File: config.mk
export PLATFORM = sky130hd
export DESIGN_NAME = alu_seq_core
export DESIGN_NICKNAME = d
export VERILOG_FILES = /design/src/rtl/alu_seq_core.sv
export SDC_FILE = /design/constraint.sdc
export NUM_CORES = 1
export LEC_CHECK = 0
export CORE_AREA = 2 2 260 262
export CTS_CLUSTER_DIAMETER = 80
export DETAILED_ROUTE_END_ITERATION = 12
export DIE_AREA = 0 0 262 264
export PLACE_DENSITY = 0.55
export SKIP_LAST_GASP = 1
export SLEW_MARGIN = 40
export SYNTH_ARGS = -nofsm -noshare
export SYNTH_HDL_FRONTEND = slang
export SYNTH_SLANG_ARGS = --single-unit
File: constraint.sdc
create_clock -name clk -period 4.95 [get_ports clk]
set_input_delay 0.495 -clock clk [delete_from_list [all_inputs] [get_ports clk]]
set_output_delay 0.495 -clock clk [all_outputs]
set_load 0.02 [all_outputs]
File: src/rtl/alu_seq_core.sv
// Sequential ALU core: valid/ready instruction handshake, NZCV flags, ARM-style conditions, iterative MUL.
// Define ALU_CARRY_IN_EN to enable ADC (opcode C) and SBC (opcode D); otherwise opcodes C-F are illegal.
//
// state | meaning
// IDLE  | output register empty
// MUL   | multiply iterating, MUL_BITS multiplier bits per cycle
// HOLD  | result presented, out_valid=1

module alu_seq_core #(
   parameter int WIDTH    = 32,
   parameter int IMM_W    = 16,
   parameter int MUL_BITS = 4
) (
   input  logic             clk,
   input  logic             rst,
   input  logic             in_valid,
   output logic             in_ready,
   input  logic [3:0]       op_code,
   input  logic [3:0]       cond,
   input  logic             s,
   input  logic [WIDTH-1:0] reg1,
   input  logic [WIDTH-1:0] reg2,
   input  logic [IMM_W-1:0] iv,
   output logic             out_valid,
   input  logic             out_ready,
   output logic [WIDTH-1:0] result,
   output logic             out_wr,
   output logic             out_skip,
   output logic             out_illegal,
   output logic [3:0]       flags,
   output logic             busy
);

   localparam int SH_W   = $clog2(WIDTH);
   localparam int N_ITER = WIDTH / MUL_BITS;
   localparam int CNT_W  = $clog2(N_ITER + 1);
   localparam int FN = 3;
   localparam int FZ = 2;
   localparam int FC = 1;
   localparam int FV = 0;

   typedef enum logic [1:0] {
      S_IDLE,
      S_MUL,
      S_HOLD
   } state_t;

   state_t           state;
   state_t           state_nxt;
   logic [3:0]       flag_q;
   logic             accept;
   logic             cond_pass;
   logic             start_mul;
   logic             mul_last;

   logic [WIDTH-1:0] exe_res;
   logic [3:0]       exe_flags;
   logic             exe_wr;
   logic             exe_illegal;
   logic             upd;
   logic             c_new;
   logic             v_new;

   logic [WIDTH:0]   add_full;
   logic [WIDTH:0]   sub_full;
   logic             add_v;
   logic             sub_v;
   logic [SH_W-1:0]  amt;
   logic [SH_W-1:0]  amt_m1;
   logic [SH_W-1:0]  amt_neg;
   logic [WIDTH-1:0] lsr_res;
   logic [WIDTH-1:0] lsl_res;
   logic [WIDTH-1:0] ror_res;

   logic [WIDTH-1:0] mcand;
   logic [WIDTH-1:0] mplier;
   logic [WIDTH-1:0] acc;
   logic [WIDTH-1:0] acc_nxt;
   logic [CNT_W-1:0] mul_cnt;
   logic             mul_s;

`ifdef ALU_CARRY_IN_EN
   logic [WIDTH:0]   adc_full;
   logic [WIDTH:0]   sbc_full;
   logic             adc_v;
   logic             sbc_v;
`endif

   assign flags = flag_q;

   always_comb begin
      cond_pass = 1'b1;
      case (cond)
         4'h0: cond_pass = flag_q[FZ];
         4'h1: cond_pass = !flag_q[FZ];
         4'h2: cond_pass = flag_q[FC];
         4'h3: cond_pass = !flag_q[FC];
         4'h4: cond_pass = flag_q[FN];
         4'h5: cond_pass = !flag_q[FN];
         4'h6: cond_pass = flag_q[FV];
         4'h7: cond_pass = !flag_q[FV];
         4'h8: cond_pass = flag_q[FC] && !flag_q[FZ];
         4'h9: cond_pass = !flag_q[FC] || flag_q[FZ];
         4'hA: cond_pass = (flag_q[FN] == flag_q[FV]);
         4'hB: cond_pass = (flag_q[FN] != flag_q[FV]);
         4'hC: cond_pass = !flag_q[FZ] && (flag_q[FN] == flag_q[FV]);
         4'hD: cond_pass = flag_q[FZ] || (flag_q[FN] != flag_q[FV]);
         default: cond_pass = 1'b1;
      endcase
   end

   assign add_full = {1'b0, reg1} + {1'b0, reg2};
   assign sub_full = {1'b0, reg1} + {1'b0, ~reg2} + {{WIDTH{1'b0}}, 1'b1};
   assign add_v    = (reg1[WIDTH-1] == reg2[WIDTH-1]) && (add_full[WIDTH-1] != reg1[WIDTH-1]);
   assign sub_v    = (reg1[WIDTH-1] != reg2[WIDTH-1]) && (sub_full[WIDTH-1] != reg1[WIDTH-1]);

`ifdef ALU_CARRY_IN_EN
   assign adc_full = {1'b0, reg1} + {1'b0, reg2} + {{WIDTH{1'b0}}, flag_q[FC]};
   assign sbc_full = {1'b0, reg1} + {1'b0, ~reg2} + {{WIDTH{1'b0}}, flag_q[FC]};
   assign adc_v    = (reg1[WIDTH-1] == reg2[WIDTH-1]) && (adc_full[WIDTH-1] != reg1[WIDTH-1]);
   assign sbc_v    = (reg1[WIDTH-1] != reg2[WIDTH-1]) && (sbc_full[WIDTH-1] != reg1[WIDTH-1]);
`endif

   // amt_neg is WIDTH-amt modulo WIDTH: the left-shift distance that completes a rotate
   assign amt     = iv[SH_W-1:0];
   assign amt_m1  = amt - SH_W'(1);
   assign amt_neg = -amt;
   assign lsr_res = reg2 >> amt;
   assign lsl_res = reg2 << amt;
   assign ror_res = lsr_res | (reg2 << amt_neg);

   always_comb begin
      exe_res     = '0;
      exe_wr      = 1'b1;
      exe_illegal = 1'b0;
      upd         = s;
      c_new       = flag_q[FC];
      v_new       = flag_q[FV];
      case (op_code)
         4'h0: begin
            exe_res = add_full[WIDTH-1:0];
            c_new   = add_full[WIDTH];
            v_new   = add_v;
         end
         4'h1: begin
            exe_res = sub_full[WIDTH-1:0];
            c_new   = sub_full[WIDTH];
            v_new   = sub_v;
         end
         4'h2: exe_res = '0;
         4'h3: exe_res = reg1 | reg2;
         4'h4: exe_res = reg1 & reg2;
         4'h5: exe_res = reg1 ^ reg2;
         4'h6: exe_res = WIDTH'(iv);
         4'h7: exe_res = reg2;
         4'h8: begin
            exe_res = lsr_res;
            if (amt != '0) c_new = reg2[amt_m1];
         end
         4'h9: begin
            exe_res = lsl_res;
            if (amt != '0) c_new = reg2[amt_neg];
         end
         4'hA: begin
            exe_res = ror_res;
            if (amt != '0) c_new = ror_res[WIDTH-1];
         end
         4'hB: begin
            exe_res = sub_full[WIDTH-1:0];
            c_new   = sub_full[WIDTH];
            v_new   = sub_v;
            upd     = 1'b1;
            exe_wr  = 1'b0;
         end
`ifdef ALU_CARRY_IN_EN
         4'hC: begin
            exe_res = adc_full[WIDTH-1:0];
            c_new   = adc_full[WIDTH];
            v_new   = adc_v;
         end
         4'hD: begin
            exe_res = sbc_full[WIDTH-1:0];
            c_new   = sbc_full[WIDTH];
            v_new   = sbc_v;
         end
`endif
         default: begin
            exe_wr      = 1'b0;
            exe_illegal = 1'b1;
            upd         = 1'b0;
         end
      endcase
      exe_flags = flag_q;
      if (upd) exe_flags = {exe_res[WIDTH-1], (exe_res == '0), c_new, v_new};
   end

   assign acc_nxt   = acc + (mcand * WIDTH'(mplier[MUL_BITS-1:0]));
   assign mul_last  = (mul_cnt == CNT_W'(1));
   assign start_mul = (op_code == 4'h2) && cond_pass;

   always_ff @(posedge clk) begin
      if (rst) state <= S_IDLE;
      else     state <= state_nxt;
   end

   always_comb begin
      state_nxt = state;
      in_ready  = 1'b0;
      out_valid = 1'b0;
      busy      = 1'b0;
      case (state)
         S_IDLE: in_ready = !rst;
         S_MUL:  busy     = 1'b1;
         S_HOLD: begin
            in_ready  = !rst && out_ready;
            out_valid = 1'b1;
         end
         default: ;
      endcase
      accept = in_valid && in_ready;
      case (state)
         S_IDLE: if (accept) state_nxt = start_mul ? S_MUL : S_HOLD;
         S_MUL:  if (mul_last) state_nxt = S_HOLD;
         S_HOLD: begin
            if (accept)         state_nxt = start_mul ? S_MUL : S_HOLD;
            else if (out_ready) state_nxt = S_IDLE;
         end
         default: state_nxt = S_IDLE;
      endcase
   end

   always_ff @(posedge clk) begin
      if (rst) begin
         result      <= '0;
         out_wr      <= 1'b0;
         out_skip    <= 1'b0;
         out_illegal <= 1'b0;
         flag_q      <= '0;
         mcand       <= '0;
         mplier      <= '0;
         acc         <= '0;
         mul_cnt     <= '0;
         mul_s       <= 1'b0;
      end else if (accept) begin
         if (!cond_pass) begin
            result      <= '0;
            out_wr      <= 1'b0;
            out_skip    <= 1'b1;
            out_illegal <= 1'b0;
         end else if (start_mul) begin
            mcand       <= reg1;
            mplier      <= reg2;
            acc         <= '0;
            mul_cnt     <= CNT_W'(N_ITER);
            mul_s       <= s;
            out_wr      <= 1'b0;
            out_skip    <= 1'b0;
            out_illegal <= 1'b0;
         end else begin
            result      <= exe_res;
            flag_q      <= exe_flags;
            out_wr      <= exe_wr;
            out_skip    <= 1'b0;
            out_illegal <= exe_illegal;
         end
      end else if (state == S_MUL) begin
         mcand   <= mcand << MUL_BITS;
         mplier  <= mplier >> MUL_BITS;
         acc     <= acc_nxt;
         mul_cnt <= mul_cnt - CNT_W'(1);
         if (mul_last) begin
            result <= acc_nxt;
            out_wr <= 1'b1;
            if (mul_s) flag_q[FN:FZ] <= {acc_nxt[WIDTH-1], (acc_nxt == '0)};
         end
      end else if ((state == S_HOLD) && out_ready) begin
         out_wr      <= 1'b0;
         out_skip    <= 1'b0;
         out_illegal <= 1'b0;
      end
   end

endmodule

# ---- Word-level counts from Yosys, hierarchy flattened
# Cells that the tools add are included.
# W data, S select, Z words.
dict set report classes {
  addsub 7
  multipliers 1
  div 0
  magnitude_cmp 2
  eq_ne 46
  shifts 3
  muxes 63
  n_bitwise 6
  reduce_logical 40
}
# operator count
set ops {}
lappend ops {{$mux W32} 17}
lappend ops {{$pmux W32 S10} 1}
lappend ops {{$add A32 B32 Y33} 2}
lappend ops {{$logic_not A32 Y1} 2}
lappend ops {{$or A32 B32 Y32} 2}
lappend ops {{$shl A32 B5 Y32} 2}
lappend ops {{$eq A4 B4 Y1 const B} 10}
lappend ops {{$add A33 B1 Y33 const B} 1}
lappend ops {{$add A32 B32 Y32} 1}
lappend ops {{$and A32 B32 Y32} 1}
lappend ops {{$eq A4 B3 Y1 const B} 8}
lappend ops {{$mul A32 B4 Y32} 1}
lappend ops {{$not A32 Y32} 1}
lappend ops {{$shr A32 B5 Y32} 1}
lappend ops {{$xor A32 B32 Y32} 1}
lappend ops {{$mux W4} 7}
lappend ops {{$mux W1} 21}
lappend ops {{$mux W2} 9}
lappend ops {{$eq A4 B2 Y1 const B} 4}
lappend ops {{$ne A2 B2 Y1 const B} 7}
lappend ops {{$pmux W1 S14} 1}
lappend ops {{$eq A4 B1 Y1 const B} 3}
lappend ops {{$lt A5 B6 Y1 const B} 2}
lappend ops {{$reduce_and A3 Y1} 4}
lappend ops {{29 further kinds} 59}
dict set report totals {
  register_bits 142
  latch_bits 0
  ram_bits 0
  mem_bits_ro 0
  inputBits 93
  output_inout_bits 42
  elab_cells 181
  n_memories 0
}

# ---- Longest topological paths before layout
dict set report depth {
  word_depth 10
  mapped_depth 23
  depth_no_buf 20
}

# ---- Least setup slack after synthesis
# OpenSTA, ideal clock, no wires.
dict set report synth_timing {
  path_kind {input to register}
  startpoint {input iv[0]}
  endpoint {register flag_q[2], in the netlist flags[2]}
  setup_time_ps 84
  arrival_time_ps 5117
  required_time_ps 4866
  path_slack_ps -251
  cell_stages 20
  n_path_buf 6
  path_cell_list {buf_6 buf_12 buf_4 inv_2 buf_2 buf_2 buf_1 ha_1 xor2_1 mux2_4 mux2i_4 nor2_2 nor4_2 o221ai_1 or4_1 a2111oi_2 and4b_1 nand4_1 or4_1 o31ai_2}
}
dict set report synth_between {
  elab_chain_cells 9
  word_cells_on_any_way 11
  classes_between {add/sub (1); shift (3); mux (5); bitwise (1); reduce/logical (1)}
}
# element line_no
set synth_lines {}
lappend synth_lines {{start: declaration} 23} ;# input logic [IMM_W-1:0] iv,
lappend synth_lines {{$neg A5 Y5} 127} ;# assign amt_neg = -amt;
lappend synth_lines {{$shl A32 B5 Y32} 130} ;# assign ror_res = lsr_res | (reg2 << amt_neg);
lappend synth_lines {{$or A32 B32 Y32} 130}
lappend synth_lines {{$pmux W32 S10 (*)} 139} ;# case (op_code)
lappend synth_lines {{$logic_not A32 Y1 (*)} 194} ;# if (upd) exe_flags = {exe_res[WIDTH-1], (exe_res == '0), c_new, v_new};
lappend synth_lines {{$mux W4 (*)} 194}
lappend synth_lines {{$mux W4 (*)} 250} ;# end else if (start_mul) begin
lappend synth_lines {{$mux W4 (*)} 245} ;# if (!cond_pass) begin
lappend synth_lines {{$mux W2 (*)} 244} ;# end else if (accept) begin
lappend synth_lines {{end signal: assignment} 261} ;# flag_q <= exe_flags;
lappend synth_lines {{end signal: indexed assignment} 274} ;# if (mul_s) flag_q[FN:FZ] <= {acc_nxt[WIDTH-1], (acc_nxt == '0)};
lappend synth_lines {{end: declaration} 50} ;# logic [3:0] flag_q;
# Mark *: on every way between the ends. The rest lies on a longest branch, timed or not. The select of a mux whose other input is x is not followed.
# A chain may end at the register's enable or synchronous reset.

# ---- Worst setup path after layout
dict set report layout_timing {
  startpoint {register mplier[1]}
  endpoint {register flag_q[2], in the netlist flags[2]}
}
dict set report layout_between {
  elab_chain_cells 7
}
# element line_no
set layout_lines {}
lappend layout_lines {{start: declaration} 76} ;# logic [WIDTH-1:0] mplier;
lappend layout_lines {{start signal: assignment} 252} ;# mplier <= reg2;
lappend layout_lines {{start signal: assignment} 268} ;# mplier <= mplier >> MUL_BITS;
lappend layout_lines {{$mul A32 B4 Y32} 197} ;# assign acc_nxt = acc + (mcand * WIDTH'(mplier[MUL_BITS-1:0]));
lappend layout_lines {{$add A32 B32 Y32} 197}
lappend layout_lines {{$logic_not A32 Y1} 274}
lappend layout_lines {{$mux W2} 274}
lappend layout_lines {{$mux W2} 271} ;# if (mul_last) begin
lappend layout_lines {{$mux W2} 266} ;# end else if (state == S_MUL) begin
lappend layout_lines {{$mux W2} 244}
# No other way between the ends. The select of a mux whose other input is x is not followed.

==> run summary <==
By area the synthesized netlist is led by dfxtp_1 12%, fa_1 7.7%, mux4_2 7.5%. The achievable frequency came out at 198.2 MHz. Leaving out fill and tap cells, the most frequent cells in the layout are 579 x buf_4, 349 x nor2_1, 332 x nand2_1, 254 x inv_1, 203 x a21oi_1. For this run, the number of Yosys warnings is 0. The worst relative slew slack came out at 42.27%. On the final layout, the worst clock skew is 0.01338 ns.

The depth of the CTS H-tree came out at 4. The share of async-settable or async-resettable flops after synthesis is 0%. Of the cells placed in the final design, the portion with a size suffix greater than 1 is 24.08%. Counting flops with a built-in enable in the synthesized netlist gives 0. The startpoint kind of the worst setup timing path is a register. The post-DP HPWL came out at 103.8 mm.

The biggest area contributor in the post-synthesis netlist is dfxtp_1. The number of violations of the max-capacitance limit is 0. Pin placement for this block handled 135 I/O pins. The worst setup path is captured at a register. The number of buffers between clock root and the deepest sink came out at 2. The worst-skew pair later-pin latency came out at 0.46 ns. For this configuration, the core starts out at a cell density of 34.58%. The flip-flop and latch count after synthesis is 142. The synthesis-to-finish area growth is 30.85%. The critical path goes through buf_12 > nand2_1 > fa_1 > fa_1 > fa_1 > inv_1 > ha_4 > xor2_1 > or4_1 > or4_4 > nor4_2 > nand3_1 > nor4_1 > nand4_1 > and4b_1 > nand4_1 > o21ba_2 > o31ai_2. The number of cells in the design after placement is 4457. The count of input and output buffers came out at 134. The number of cells on the worst reg-to-reg path is 18. Entering global routing, the biggest net connects 78 pins.

The count of antenna-violating nets left after detailed routing is 0. The non-filler instance count after layout came out at 4498. The required time of the critical path came out at 5.33 ns. TritonCTS built the clock tree. Across the whole layout, storage elements account for 2849 um^2. In this run the power density over the cells is 169.1 nW/um^2. The number of buffer and inverter stages on the critical path came out at 2. Using the TritonRoute via totals, the vias-per-cell ratio works out to 6.027. The share of the yosys chip area belonging to registers came out at 12.35%. The routability congestion estimate is 1.107.

The detailed router's first-iteration violation count came out at 2970. The area share of the largest cell type after synthesis is 12.35%. For this run, the detailed router's first-pass iteration total came to 6. The routed layout has 27110 vias.

The area of the multi-input gates came out at 18540 um^2. The first-pass GRT wire length came out at 181.6 mm. The total clock sinks came out at 142.

The destination of the worst register-to-register timing path is flags[2]. The hold buffer count at CTS is 0. The peak supply drop is 0.0002394 V.

The number of global-route vias before repair came out at 26100. The worst register-to-register path begins at mplier[1]. The overall die area is 69170 um^2. The cell family contributing the most delay on the critical path is simple AND/OR/NAND/NOR gates. The synthesized cell area came out at 23020 um^2.

The final wirelength is 126.9 mm. The final reports fail on setup timing. The top flip-flop cell by instance count after synthesis is dfxtp_1. Summed over all failing endpoints, the final setup total negative slack is -0.09429 ns. The CTS clock-pin slew for the worst setup and hold paths is 0.07 ns. The standard-cell row count came out at 95. The total DRC errors in the routed layout came out at 0. The global routing usage summed across all routing layers came out at 35.97%.

The minimum setup slack among reg-to-reg paths is -0.09 ns. The period utilization came out at 101.9%. The start point of the worst hold path is mul_s. The largest driver fanout on the critical path is 13.

The least setup slack across all paths after layout is -0.09429 ns. The clock tree root driver cell is clkbuf_16. The time the final worst path needs with I/O delays and setup is 5.044 ns. For this design the static power due to leakage is 12.86 nW. The slowest stage of the critical path belongs to the cell fa_1. The worst setup path is of the reg -> reg kind. The die is 262 um wide.

The initial antenna violation count came out at 2. The worst stage delay on the critical path came out at 0.56 ns. The worst hold path terminates at mul_s.

The average instance in the mapped netlist occupies 7.401 um^2. The total of fill cells in the finished design is 6799. Synthesis instantiated 93 different standard cells from the library. Counting every net in the synthesized netlist gives 3426. Global routing finished with a remaining overflow of 0.

The worst hold path passes through 2 cells. The most numerous cell type found on the critical path is fa_1. In this run, CTS created clock tree buffers numbering 17. The cell count after synthesis is 3110.

The placeable core area came out at 66560 um^2. The final count of pins violating max slew came to 0. The die boundary height is 264 um.

The final layout net count is 3928. The most common cell after layout, fill and taps aside is buf_4. The flow ran to the end, but the final reports show violations. 0 antenna diodes ended up in the layout. The path class of the tightest hold or removal check is reg -> reg. The actual slew at the worst max-slew pin is 0.8594 ns. The data arrival at the endpoint of the critical path came out at 5.42 ns. The number of endpoints with negative hold slack in the final report is 0. Dividing the detail-routed wire length by the instance count gives 28.22 um. Setup repair after global routing could not meet its margin everywhere. The number of setup violations in the final report is 1.
## where the power goes
part	leakage [nW]	internal (mW)	switching (mW)
Combinational	11.4	1.07	1.53
Sequential	1.15	1.18	0.0281
Clock	0.265	0.672	0.614
## state kept, by name, indices dropped and copies added, names as in the netlist
| register | cells |
|---|---|
| mul_s | 1 |
| state | 2 |
| result | 32 |
| out_illegal | 1 |
| out_skip | 1 |
| flags | 4 |
| mplier | 32 |
| out_wr | 1 |
| mul_cnt | 4 |
| mcand | 32 |
| acc | 32 |
## layout make-up
type	count	share of cell area, %
clock inverters	14	0.4071
flip-flops and latches	142	9.460
inverters	260	3.241
well taps	873	3.627
clock buffers	18	1.458
multi-input cells	2458	61.57
repair buffers	733	20.24
## logic make-up (layout without fill, tap and decap cells)
logic type	after synthesis	after routing	synth area share, %
AOI/OAI and AO/OA	830	830	24.56
xor gates and xnor gates	57	57	2.169
adders and majority gates	223	223	14.99
buffers and inverters	510	1025	8.883
DFF	142	142	12.35
muxes	209	209	13.88
and+or+nand+nor	1139	1139	23.16
## routing by layer
| metal | GRT usage, % | wire length, um | vias to the layer above |
|---|---|---|---|
| met1 | 46.63 | 51030 | 13110 |
| met3 | 5.738 | 10630 | 347 |
| met5 | 0 | 13 | - |
| met4 | 20.31 | 8590 | 2 |
| met2 | 56.59 | 56680 | 1505 |
| li1 | - | - | 12150 |
## cell usage after synthesis, types with 17 or more instances
cell	instances
a21o_1	22
and2_1	129
o31ai_1	20
nand2b_1	27
o21bai_1	19
a31oi_1	30
o22ai_1	35
nor2_1	351
clkbuf_1	177
nor3_1	76
inv_1	257
a22oi_1	33
nand2_1	335
o21ai_0	124
ha_1	135
nand3_1	75
nor2b_1	24
fa_1	88
xnor2_1	40
a211oi_1	60
dfxtp_1	142
mux2i_1	84
mux2_2	41
o221ai_1	18
a311oi_1	62
buf_2	46
o211ai_1	31
xor2_1	17
a21oi_1	214
mux4_2	77
## tightest hold or removal path, cell delays in order (launching register included)
cell     delay, ns
dfxtp_1       0.31
nand2_1       0.05
a21oi_1       0.05
## through the flow
stage               hold WS [ns]  utilization, %  power (mW)  cell area, um^2  worst slack, ns
floorplan                 0.4357               -       2.460            23030         0.004393
global placement          0.4457           43.71       3.747            29090          -0.3343
finish                    0.4611           45.24       5.091            30120         -0.09429
global route              0.4758           45.24       5.261            30120          -0.1589
CTS                       0.4579           44.83       5.028            29840         -0.08082
detailed placement        0.4475           43.74       3.741            29110          -0.3928
## worst max path at each step
stage	startpoint	endpoint	slack (ns)	cells after the start
floorplan	iv[0]	flags[2]	0.004	22
global placement	mplier[1]	result[31]	-0.33	20
detailed placement	reg2[5]	flags[2]	-0.39	17
CTS	mplier[1]	flags[2]	-0.08	18
global route	mplier[1]	flags[2]	-0.16	21
finish	mplier[1]	flags[2]	-0.09	18
## repair_timing
action,in CTS,in global routing
endpoints found under the setup margin,11,13
cloned,1,0
resized for setup,18,53
pin swaps,11,29
buffers inserted,3,5
Power figures use the tool's default switching activity.
